**src/rtl/write_buffer.sv**
```systemverilog
// Posted-write buffer between the cache memory port (ram_*) and external RAM (mem_*).
// Writes are acked after one cycle and drained in the background; reads forward from the buffer.
module write_buffer #(
  parameter int ADDRESS_WIDTH = 16,
  parameter int DEPTH         = 4
) (
  input  logic                     clk,
  input  logic                     rst,
  input  logic [ADDRESS_WIDTH-1:0] ram_address,
  input  logic                     ram_rd,
  input  logic                     ram_wr,
  input  logic [31:0]              ram_data_wr,
  output logic [31:0]              ram_data_rd,
  output logic                     ram_data_valid,
  output logic [ADDRESS_WIDTH-1:0] mem_address,
  output logic                     mem_rd,
  output logic                     mem_wr,
  output logic [31:0]              mem_data_wr,
  input  logic [31:0]              mem_data_rd,
  input  logic                     mem_data_valid,
  output logic                     wb_empty
);

  localparam int PW = $clog2(DEPTH);
  localparam int WW = ADDRESS_WIDTH - 2;
  localparam logic [PW:0] FULL_COUNT = (PW+1)'(DEPTH);

  typedef enum logic [1:0] {IDLE = 2'd0, READ_WAIT = 2'd1, DRAIN_WAIT = 2'd2} state_t;

  state_t                   state_r;
  logic [WW-1:0]            addr_mem_r [DEPTH];
  logic [31:0]              data_mem_r [DEPTH];
  logic [PW-1:0]            rd_ptr_r;
  logic [PW-1:0]            wr_ptr_r;
  logic [PW:0]              count_r;
  logic                     pend_r;
  logic                     pend_rd_r;
  logic [ADDRESS_WIDTH-1:0] pend_addr_r;
  logic [31:0]              pend_data_r;

  logic                     cur_valid_s;
  logic                     cur_rd_s;
  logic [ADDRESS_WIDTH-1:0] cur_addr_s;
  logic [31:0]              cur_data_s;
  logic                     hit_s;
  logic [PW-1:0]            hit_idx_s;
  logic                     pop_s;
  logic                     ovr_s;
  logic                     push_s;
  logic                     rd_hit_s;
  logic                     rd_issue_s;
  logic [31:0]              head_data_s;

  // Select the request being serviced: a held one takes precedence over the ports.
  always_comb begin
    if (pend_r) begin
      cur_valid_s = 1'b1;
      cur_rd_s    = pend_rd_r;
      cur_addr_s  = pend_addr_r;
      cur_data_s  = pend_data_r;
    end else begin
      cur_valid_s = ram_rd | ram_wr;
      cur_rd_s    = ram_rd;
      cur_addr_s  = ram_address;
      cur_data_s  = ram_data_wr;
    end
  end

  // Youngest valid entry matching the request word address (scan oldest to youngest).
  always_comb begin
    logic [PW-1:0] idx_v;
    idx_v     = {PW{1'b0}};
    hit_s     = 1'b0;
    hit_idx_s = {PW{1'b0}};
    for (int k = 0; k < DEPTH; k++) begin
      idx_v = rd_ptr_r + PW'(k);
      if (((PW+1)'(k) < count_r) && (addr_mem_r[idx_v] == cur_addr_s[ADDRESS_WIDTH-1:2])) begin
        hit_s     = 1'b1;
        hit_idx_s = idx_v;
      end else begin
        hit_s     = hit_s;
      end
    end
  end

  // The head being written to RAM cannot be modified, so such a match allocates instead.
  assign pop_s      = (state_r == DRAIN_WAIT) && mem_data_valid;
  assign ovr_s      = cur_valid_s && !cur_rd_s && hit_s &&
                      !((state_r == DRAIN_WAIT) && (hit_idx_s == rd_ptr_r));
  assign push_s     = cur_valid_s && !cur_rd_s && !ovr_s && ((count_r != FULL_COUNT) || pop_s);
  assign rd_hit_s   = cur_valid_s && cur_rd_s && hit_s;
  assign rd_issue_s = cur_valid_s && cur_rd_s && !hit_s && (state_r == IDLE);
  // A drain launched in the same cycle as a head overwrite must carry the new data.
  assign head_data_s = (ovr_s && (hit_idx_s == rd_ptr_r)) ? cur_data_s : data_mem_r[rd_ptr_r];
  assign wb_empty    = (count_r == {(PW+1){1'b0}}) && (state_r == IDLE);

  // Upstream request handling, buffer storage and the downstream RAM FSM.
  always_ff @(posedge clk) begin
    if (rst) begin
      state_r        <= IDLE;
      rd_ptr_r       <= {PW{1'b0}};
      wr_ptr_r       <= {PW{1'b0}};
      count_r        <= {(PW+1){1'b0}};
      pend_r         <= 1'b0;
      pend_rd_r      <= 1'b0;
      pend_addr_r    <= {ADDRESS_WIDTH{1'b0}};
      pend_data_r    <= 32'd0;
      ram_data_rd    <= 32'd0;
      ram_data_valid <= 1'b0;
      mem_address    <= {ADDRESS_WIDTH{1'b0}};
      mem_rd         <= 1'b0;
      mem_wr         <= 1'b0;
      mem_data_wr    <= 32'd0;
    end else begin
      ram_data_valid <= 1'b0;
      mem_rd         <= 1'b0;
      mem_wr         <= 1'b0;

      if (rd_hit_s) begin
        ram_data_rd    <= data_mem_r[hit_idx_s];
        ram_data_valid <= 1'b1;
        pend_r         <= 1'b0;
      end else if (ovr_s) begin
        data_mem_r[hit_idx_s] <= cur_data_s;
        ram_data_valid        <= 1'b1;
        pend_r                <= 1'b0;
      end else if (push_s) begin
        addr_mem_r[wr_ptr_r] <= cur_addr_s[ADDRESS_WIDTH-1:2];
        data_mem_r[wr_ptr_r] <= cur_data_s;
        wr_ptr_r             <= wr_ptr_r + PW'(1);
        ram_data_valid       <= 1'b1;
        pend_r               <= 1'b0;
      end else if ((state_r == READ_WAIT) && mem_data_valid) begin
        ram_data_rd    <= mem_data_rd;
        ram_data_valid <= 1'b1;
        pend_r         <= 1'b0;
      end else if (cur_valid_s) begin
        pend_r      <= 1'b1;
        pend_rd_r   <= cur_rd_s;
        pend_addr_r <= cur_addr_s;
        pend_data_r <= cur_data_s;
      end else begin
        pend_r <= pend_r;
      end

      count_r <= count_r + (PW+1)'(push_s) - (PW+1)'(pop_s);

      case (state_r)
        IDLE: begin
          if (rd_issue_s) begin
            mem_rd      <= 1'b1;
            mem_address <= cur_addr_s;
            state_r     <= READ_WAIT;
          end else if (count_r != {(PW+1){1'b0}}) begin
            mem_wr      <= 1'b1;
            mem_address <= {addr_mem_r[rd_ptr_r], 2'b00};
            mem_data_wr <= head_data_s;
            state_r     <= DRAIN_WAIT;
          end else begin
            state_r <= IDLE;
          end
        end
        READ_WAIT: begin
          if (mem_data_valid) begin
            state_r <= IDLE;
          end else begin
            state_r <= READ_WAIT;
          end
        end
        DRAIN_WAIT: begin
          if (mem_data_valid) begin
            rd_ptr_r <= rd_ptr_r + PW'(1);
            state_r  <= IDLE;
          end else begin
            state_r <= DRAIN_WAIT;
          end
        end
        default: state_r <= IDLE;
      endcase
    end
  end

endmodule

```
**config.mk**
```make
export PLATFORM = sky130hd
export DESIGN_NAME = write_buffer
export DESIGN_NICKNAME = d
export VERILOG_FILES = /design/src/rtl/write_buffer.sv
export SDC_FILE = /design/constraint.sdc
export NUM_CORES = 1
export LEC_CHECK = 0
export BUFFER_PORTS_ARGS = -buffer_cell sky130_fd_sc_hd__buf_2
export CAP_MARGIN = 10
export CORE_UTILIZATION = 61
export CTS_CLUSTER_SIZE = 25
export DETAILED_ROUTE_END_ITERATION = 16
export PLACE_DENSITY = 0.81
export SYNTH_ARGS = -nofsm -noshare
export SYNTH_HDL_FRONTEND = slang
export SYNTH_SLANG_ARGS = --single-unit
```
**constraint.sdc**
```tcl
create_clock -name clk -period 7.7 [get_ports clk]
set_clock_uncertainty 0.05 [all_clocks]
set_input_delay 1.54 -clock clk [delete_from_list [all_inputs] [get_ports clk]]
set_output_delay 1.54 -clock clk [all_outputs]
set_load 0.03 [all_outputs]
```
**Word level (Yosys, flattened, before mapping)**

Memory sizes are Yosys's and may differ from the RTL's. A register that Yosys moved wholly into a read port is not among the register bits.
Index checks and enable logic that the tools add are counted.

- Add/sub/neg operators: 6
- $lt $le $gt $ge: 4
- Equality and inequality tests: 11
- Multiplexer cells: 44
- Bitwise gates (word level): 8
- Reductions and logical operators: 37

Operator list:

| cell | number |
|---|---|
| 32-bit 2-to-1 mux | 7 |
| 14-bit == test | 4 |
| 16-bit 2-to-1 mux | 3 |
| 32-bit OR reduction | 1 |
| 1-bit 2-to-1 mux | 23 |
| 2-bit 2-to-1 mux | 10 |
| 1-bit logical AND | 17 |
| 3-bit AND reduction | 3 |
| 1-bit by 3-bit < comparator with 1-bit output (first input constant) | 2 |
| 2-bit by 3-bit < comparator with 1-bit output (first input constant) | 2 |
| 1-bit NOT | 6 |
| 2-bit case mux with 3 select lines | 1 |
| 5-bit AND reduction | 1 |
| 5-bit OR reduction | 1 |
| 2-bit by 1-bit adder with 2-bit output (second input constant) | 2 |
| 2-bit adder (second input constant) | 2 |
| 2-bit == test | 2 |
| 1-bit zero test | 4 |
| 2-bit by 1-bit != test with 1-bit output (second input constant) | 2 |
| 2-bit AND reduction | 2 |
| 2-bit nonzero test | 2 |
| 3-bit by 1-bit adder with 3-bit output | 1 |
| 3-bit zero test | 1 |
| 3-bit != test (second input constant) | 1 |
| other kinds (10) | 10 |

- Register bits: 143
- RAM bits: 184
- Input bits: 85
- Output and inout port bits: 84
- Word-level logic and storage cells: 127
- Memories kept: 2

Memories:

| name | words | bits a word | read ports | clocked after Yosys merged registers in | write ports | RTL line | RTL |
|---|---|---|---|---|---|---|---|
| data_mem_r | 4 | 32 | 2 | 1 | 1 | 32 | `logic [31:0] data_mem_r [DEPTH];` |
| addr_mem_r | 4 | 14 | 4 | 1 | 1 | 31 | `logic [WW-1:0] addr_mem_r [DEPTH];` |

**Logic depth before layout (Yosys ltp)**

- Depth after elaboration: 21
- Gate-level depth with buffers: 17
- Mapped depth without buffers: 13

**Least setup slack after synthesis**

No wires, ideal clock.

- Path kind: input port to flip-flop
- Start point: in ram_address[3]
- End point: mem data_mem_r[0][0] (enable)
- Setup time: 432 ps
- Data arrival time: 5,441 ps
- Data required time: 7,218 ps
- Path slack: 1,777 ps
- Stages on the path: 12
- Buffers on the path: 2
- Path through: mux2i_1 > clkinv_1 > xnor2_1 > nand4_1 > or4_1 > nand2_1 > nor4_1 > a211o_1 > buf_6 > buf_2 > nand3b_1 > a21oi_1

- Longest elaborated chain between the ends: 21
- Elaborated cells between the ends (all ways): 38
- Those cells by class: 5 x eq/ne; 20 x mux; 13 x reduce/logical

Ends and longest elaborated chain:

| element | RTL line | RTL |
|---|---|---|
| start, declared | 9 | `input logic [ADDRESS_WIDTH-1:0] ram_address,` |
| 16-bit 2-to-1 mux (*) | 56 | `if (pend_r) begin` |
| net cur_addr_s[3] | 43 | `logic [ADDRESS_WIDTH-1:0] cur_addr_s;` |
| 14-bit == test | 77 | `if (((PW+1)'(k) < count_r) && (addr_mem_r[idx_v] == cur_addr_s[ADDRESS_WIDTH-1:2])) begin` |
| 1-bit logical AND | 77 |  |
| 2-bit 2-to-1 mux (4 in a row) | 77 |  |
| 2-bit == test | -- |  |
| 1-bit logical AND | 89 | `!((state_r == DRAIN_WAIT) && (hit_idx_s == rd_ptr_r));` |
| 1-bit zero test | 89 |  |
| [... 2 more ...] | -- |  |
| 1-bit logical AND (2 in a row) | 90 | `assign push_s = cur_valid_s && !cur_rd_s && !ovr_s && ((count_r != FULL_COUNT) \|\| pop_s);` |
| 1-bit 2-to-1 mux | 127 | `end else if (push_s) begin` |
| 1-bit 2-to-1 mux | 123 | `end else if (ovr_s) begin` |
| 1-bit 2-to-1 mux | 119 | `if (rd_hit_s) begin` |
| 1-bit 2-to-1 mux | 99 | `if (rst) begin` |
| 1-bit 2-to-1 mux (implied by the code) | 129 | `data_mem_r[wr_ptr_r] <= cur_data_s;` |
| 32-bit OR reduction (no line) | -- |  |
| 2-bit 2-to-1 mux (no line) or 1-bit 2-to-1 mux (tied branches) | -- |  |
| end, declared | 32 |  |

The timed path passes the listed nets; every way through them passes the cells marked *.

**Worst setup path after layout**

- Start point: reg pend_r
- End point: mem data_mem_r[1][4] (enable)

- Longest elaborated chain between the ends: 21
- Elaborated cells between the ends (all ways): 43
- Those cells by class: 5 x eq/ne; 22 x mux; 16 x reduce/logical

Ends and longest elaborated chain:

| element | RTL line | RTL |
|---|---|---|
| start, declared | 36 | `logic pend_r;` |
| start signal, assigned | 143 | `pend_r <= pend_r;` |
| 16-bit 2-to-1 mux (*) | 56 |  |
| net cur_addr_s[9] | 43 |  |
| 14-bit == test | 77 |  |
| 1-bit logical AND | 77 |  |
| 2-bit 2-to-1 mux (4 in a row) | 77 |  |
| 2-bit == test | -- |  |
| 1-bit logical AND | 89 |  |
| 1-bit zero test | 89 |  |
| [... 2 more ...] | -- |  |
| 1-bit logical AND (2 in a row) | 90 |  |
| 1-bit 2-to-1 mux | 127 |  |
| 1-bit 2-to-1 mux | 123 |  |
| 1-bit 2-to-1 mux | 119 |  |
| 1-bit 2-to-1 mux | 99 |  |
| 1-bit 2-to-1 mux (implied by the code) | 129 |  |
| 32-bit OR reduction (no line) | -- |  |
| 2-bit 2-to-1 mux (no line) or 1-bit 2-to-1 mux (tied branches) | -- |  |

Marks and branches as above.

==> results.md <==
- The gate count after technology mapping is around 1,700.
- The number of maximum-capacitance constraint violations is 0.
- After synthesis, the most frequently instantiated cells are sky130_fd_sc_hd__edfxtp_1, sky130_fd_sc_hd__dfxtp_1, sky130_fd_sc_hd__nand2_1.
- The largest vdd supply drop is approximately 240 uV.
- The synthesized netlist contains 71 unique library cells.
- In this run the clock root is driven by a sky130_fd_sc_hd__clkbuf_16.
- The synthesized design contains approximately 220 enable-type register cells.
- The initial antenna violation count is 1.
- The max-slew violation count is 0.
- The number of cell rows is 65.
- The via total after detailed routing is 15,200.
- The total die area is ~33,000 sq um.
- The first TritonRoute pass finished after 6 iterations.
- The number of nets handed over by synthesis was between 1,500 and 2,000.
- The count of endpoints failing hold in the final timing report is 0.
- The actual slew at the worst max-slew pin is around 1200 ps.
- In the post-synthesis netlist, the biggest area contributors are sky130_fd_sc_hd__edfxtp_1, sky130_fd_sc_hd__dfxtp_1, sky130_fd_sc_hd__mux4_2.
- The buffers inserted during post-CTS setup optimization is 0.
- The total of cells resized after clock tree synthesis is 0.
- For the worst setup path, the data arrival time is 6090 ps.
- Of the post-synthesis cell area, the dominant cell type holds 0.326.
- Derived from the worst setup path, the maximum achievable clock frequency is between 150 and 200 MHz.
- 0 antenna diodes ended up in the layout.
- The min-delay analysis places its worst path in the category flip-flop to flip-flop.
- In this run the vertical extent of the chip is approximately 180 microns.
- The power per standard cell area is 288 nW/um^2.
- The setup TNS after final layout is 0 ps.
- Measured against its own limit, the worst slew margin works out to 0.185.
- The I/O pin total is ~170.
- The critical path is of the flip-flop to flip-flop type.
- Setup repair after global routing left no endpoint under its margin.
- The count of antenna-violating nets left after detailed routing is 0.
- The H-tree depth reported by CTS is 2.
- Of the synthesized area, sequential elements account for 0.472.
- The overall global routing resource usage is 0.311.
- The highest fanout seen on the critical path is 92.
- The number of hold buffers added after CTS was 0.
- The final critical-path required period is approximately 6000 ps.
- The remaining routing DRC violations is 0.
- The most instantiated flip-flop cell in the synthesis netlist is sky130_fd_sc_hd__edfxtp_1.
- Counting tap cells, the placed design contains a total of ~2,200 instances.
- Dividing the detail-routed via count by the number of cells gives between 6 and 7.
- TritonCTS built the clock tree.
- Clock latency on the worst-skew pair, taken at its later pin, is between 500 and 600 ps.
- The synthesized flop and latch total is between 300 and 400.
- The non-filler instance count after layout is 2,283.
- The routed wire length per instance is between 20 and 25 microns.
- For this run the aggregate overflow at the end of global routing stands at 0.
- The Yosys warning count is 0.
- Summed over all cells, the static leakage comes to a little over 8 nW.
- The post-CTS clock slew at the launch and capture registers of the worst setup and hold paths is around 60 ps.
- The clock passes through at most 3 buffers.
- The die is approximately 180 microns wide.
- The fraction of final layout cells sized beyond drive strength 1 is 0.265.
- The number of setup violations in the final report is 0.
- For this block, the initial DRC count from the detailed router was ~1,700.
- The portion of the clock cycle consumed by the worst path in the final layout is 0.780.
- In this run the standard cell core region covers roughly 32,000 sq um.
- At the end of routability-driven placement, the weighted congestion stood at around 0.92.
- In this run the mean area of a mapped cell was about 11 sq um.
- The via count of the first global-routing pass is about 15,000.
- The first global-routing pass estimated 81,000 microns of wire.
- The total standard cell area after synthesis is between 15,000 and 20,000 sq um.
- The type of destination of the critical path is a flip-flop.
- Of all cell types, the one taking the most synthesized area is sky130_fd_sc_hd__edfxtp_1.
- TritonCTS created 39 clock buffers.
- The placed wire-length estimate is 31,700 microns.
- Input and output buffers added on the ports amount to about 170.
- The flow ran to the end, and the final reports show no timing, DRC or antenna violations.
- At the end of the flow, the number of nets in the layout was 1,911.
- For this configuration, the core starts out at a cell density of 0.625.
- The most frequent cell after synthesis is sky130_fd_sc_hd__edfxtp_1.
- The fraction of registers with async set/reset is 0.
- The element type at the critical path start is a flip-flop.
- The pin count of the biggest net entering global routing is 109.
- Compared with the post-synthesis result, the final layout area differs by 10.9%.
- The total routed wirelength is 51,700 microns.
- CTS saw between 300 and 400 sinks.
- The required time reported for the critical path endpoint is 7780 ps.
- Hold timing on the final database bottoms out at a slack of about 400 ps.
## cells in the final DEF (no fill, tap or decap), types with 6 or more instances in the layout
master,Yosys,routed
sky130_fd_sc_hd__a22oi_1,33,33
sky130_fd_sc_hd__a31oi_1,14,13
sky130_fd_sc_hd__nand2_1,129,128
sky130_fd_sc_hd__o221ai_1,32,32
sky130_fd_sc_hd__nand2b_1,7,7
sky130_fd_sc_hd__mux2_2,77,77
sky130_fd_sc_hd__a211oi_1,14,14
sky130_fd_sc_hd__clkbuf_16,0,42
sky130_fd_sc_hd__nand4_1,13,13
sky130_fd_sc_hd__mux2_4,18,18
sky130_fd_sc_hd__dfxtp_1,145,141
sky130_fd_sc_hd__clkbuf_1,78,15
sky130_fd_sc_hd__xnor2_1,57,57
sky130_fd_sc_hd__o21ai_1,31,31
sky130_fd_sc_hd__buf_4,5,25
sky130_fd_sc_hd__clkinv_1,9,10
sky130_fd_sc_hd__mux4_2,88,88
sky130_fd_sc_hd__mux2i_2,6,6
sky130_fd_sc_hd__a21oi_1,124,123
sky130_fd_sc_hd__ha_1,7,7
sky130_fd_sc_hd__edfxtp_1,216,216
sky130_fd_sc_hd__clkbuf_8,0,7
sky130_fd_sc_hd__a211oi_2,14,14
sky130_fd_sc_hd__inv_2,4,6
sky130_fd_sc_hd__a21boi_0,59,59
sky130_fd_sc_hd__inv_1,75,74
sky130_fd_sc_hd__nand3_1,70,69
sky130_fd_sc_hd__nor2_1,86,84
sky130_fd_sc_hd__o21ai_0,8,8
sky130_fd_sc_hd__a41o_1,27,27
sky130_fd_sc_hd__nor3_1,63,63
sky130_fd_sc_hd__buf_2,29,167
sky130_fd_sc_hd__mux2i_1,87,87
sky130_fd_sc_hd__or3_1,6,6
## cell families after synthesis
logic type	count (synthesis)	share of synthesized area
AO/OA/AOI/OAI	386	0.137
XOR/XNOR	61	0.0280
adder cells (fa/ha/maj)	8	0.00541
buffers and inverters	233	0.0554
flip-flops	361	0.472
multiplexers	279	0.207
AND/OR/NAND/NOR	402	0.0949
## per-layer routing
layer | track usage | vias up | share of wire
li1 | - | 6713 | -
met1 | 0.415 | 7391 | 0.39
met2 | 0.497 | 957 | 0.47
met3 | 0.0579 | 175 | 0.10
met4 | 0.143 | 0 | 0.042
met5 | 0 | - | 0
## power by group
group | leakage, nW | internal, W | switching (W) | total, W
Clock | 0.611 | 0.00110 | 0.000749 | 0.00185
Combinational | 4.27 | 0.000734 | 0.00116 | 0.00189
Sequential | 3.16 | 0.00241 | 0.000208 | 0.00261
## stage by stage
stage | utilization | setup slack (ps) | power (W) | instance area [sq um]
6_report | 0.693 | 1690 | 0.00635 | 22000
2_1_floorplan | - | 1780 | 0.00400 | 19900
4_1_cts | 0.693 | 1820 | 0.00636 | 22000
5_1_grt | 0.693 | 1370 | 0.00660 | 22000
3_3_place_gp | 0.654 | 1520 | 0.00444 | 20800
3_5_place_dp | 0.654 | 1350 | 0.00451 | 20800
## worst paths after layout
path | from | cells past startpoint | slack [ps] | to
max | pend_r$_SDFFE_PP0P_ | 10 | 1690 | data_mem_r[1][4]$_DFFE_PP_
min reg2reg | flip-flop | 2 | 400 | flip-flop
max reg2reg | pend_r$_SDFFE_PP0P_ | 10 | 1690 | data_mem_r[1][4]$_DFFE_PP_
min | flip-flop | 2 | 400 | flip-flop
## layout make-up
| type | instances | area (sq um) |
|---|---|---|
| multi-input combinational | 1136 | 9480 |
| timing repair buffer | 192 | 1020 |
| sequential | 361 | 9400 |
| clock buffer | 64 | 1200 |
| inverter | 88 | 330 |
| fill | 2182 | 9750 |
| tap | 435 | 544 |
| clock inverter | 7 | 62.6 |
## critical path, cell delays in order, from the launching register on
cell and delay, ps:
sky130_fd_sc_hd__dfxtp_4 1020, sky130_fd_sc_hd__mux2i_1 560, sky130_fd_sc_hd__clkinv_1 450, sky130_fd_sc_hd__xnor2_2 300
sky130_fd_sc_hd__nand4_1 170, sky130_fd_sc_hd__or4_4 760, sky130_fd_sc_hd__buf_4 510, sky130_fd_sc_hd__o21ai_4 390
sky130_fd_sc_hd__o21ai_1 180, sky130_fd_sc_hd__nor3b_1 250, sky130_fd_sc_hd__o21ba_2 920
No activity file was read; power rests on OpenSTA's default activity.
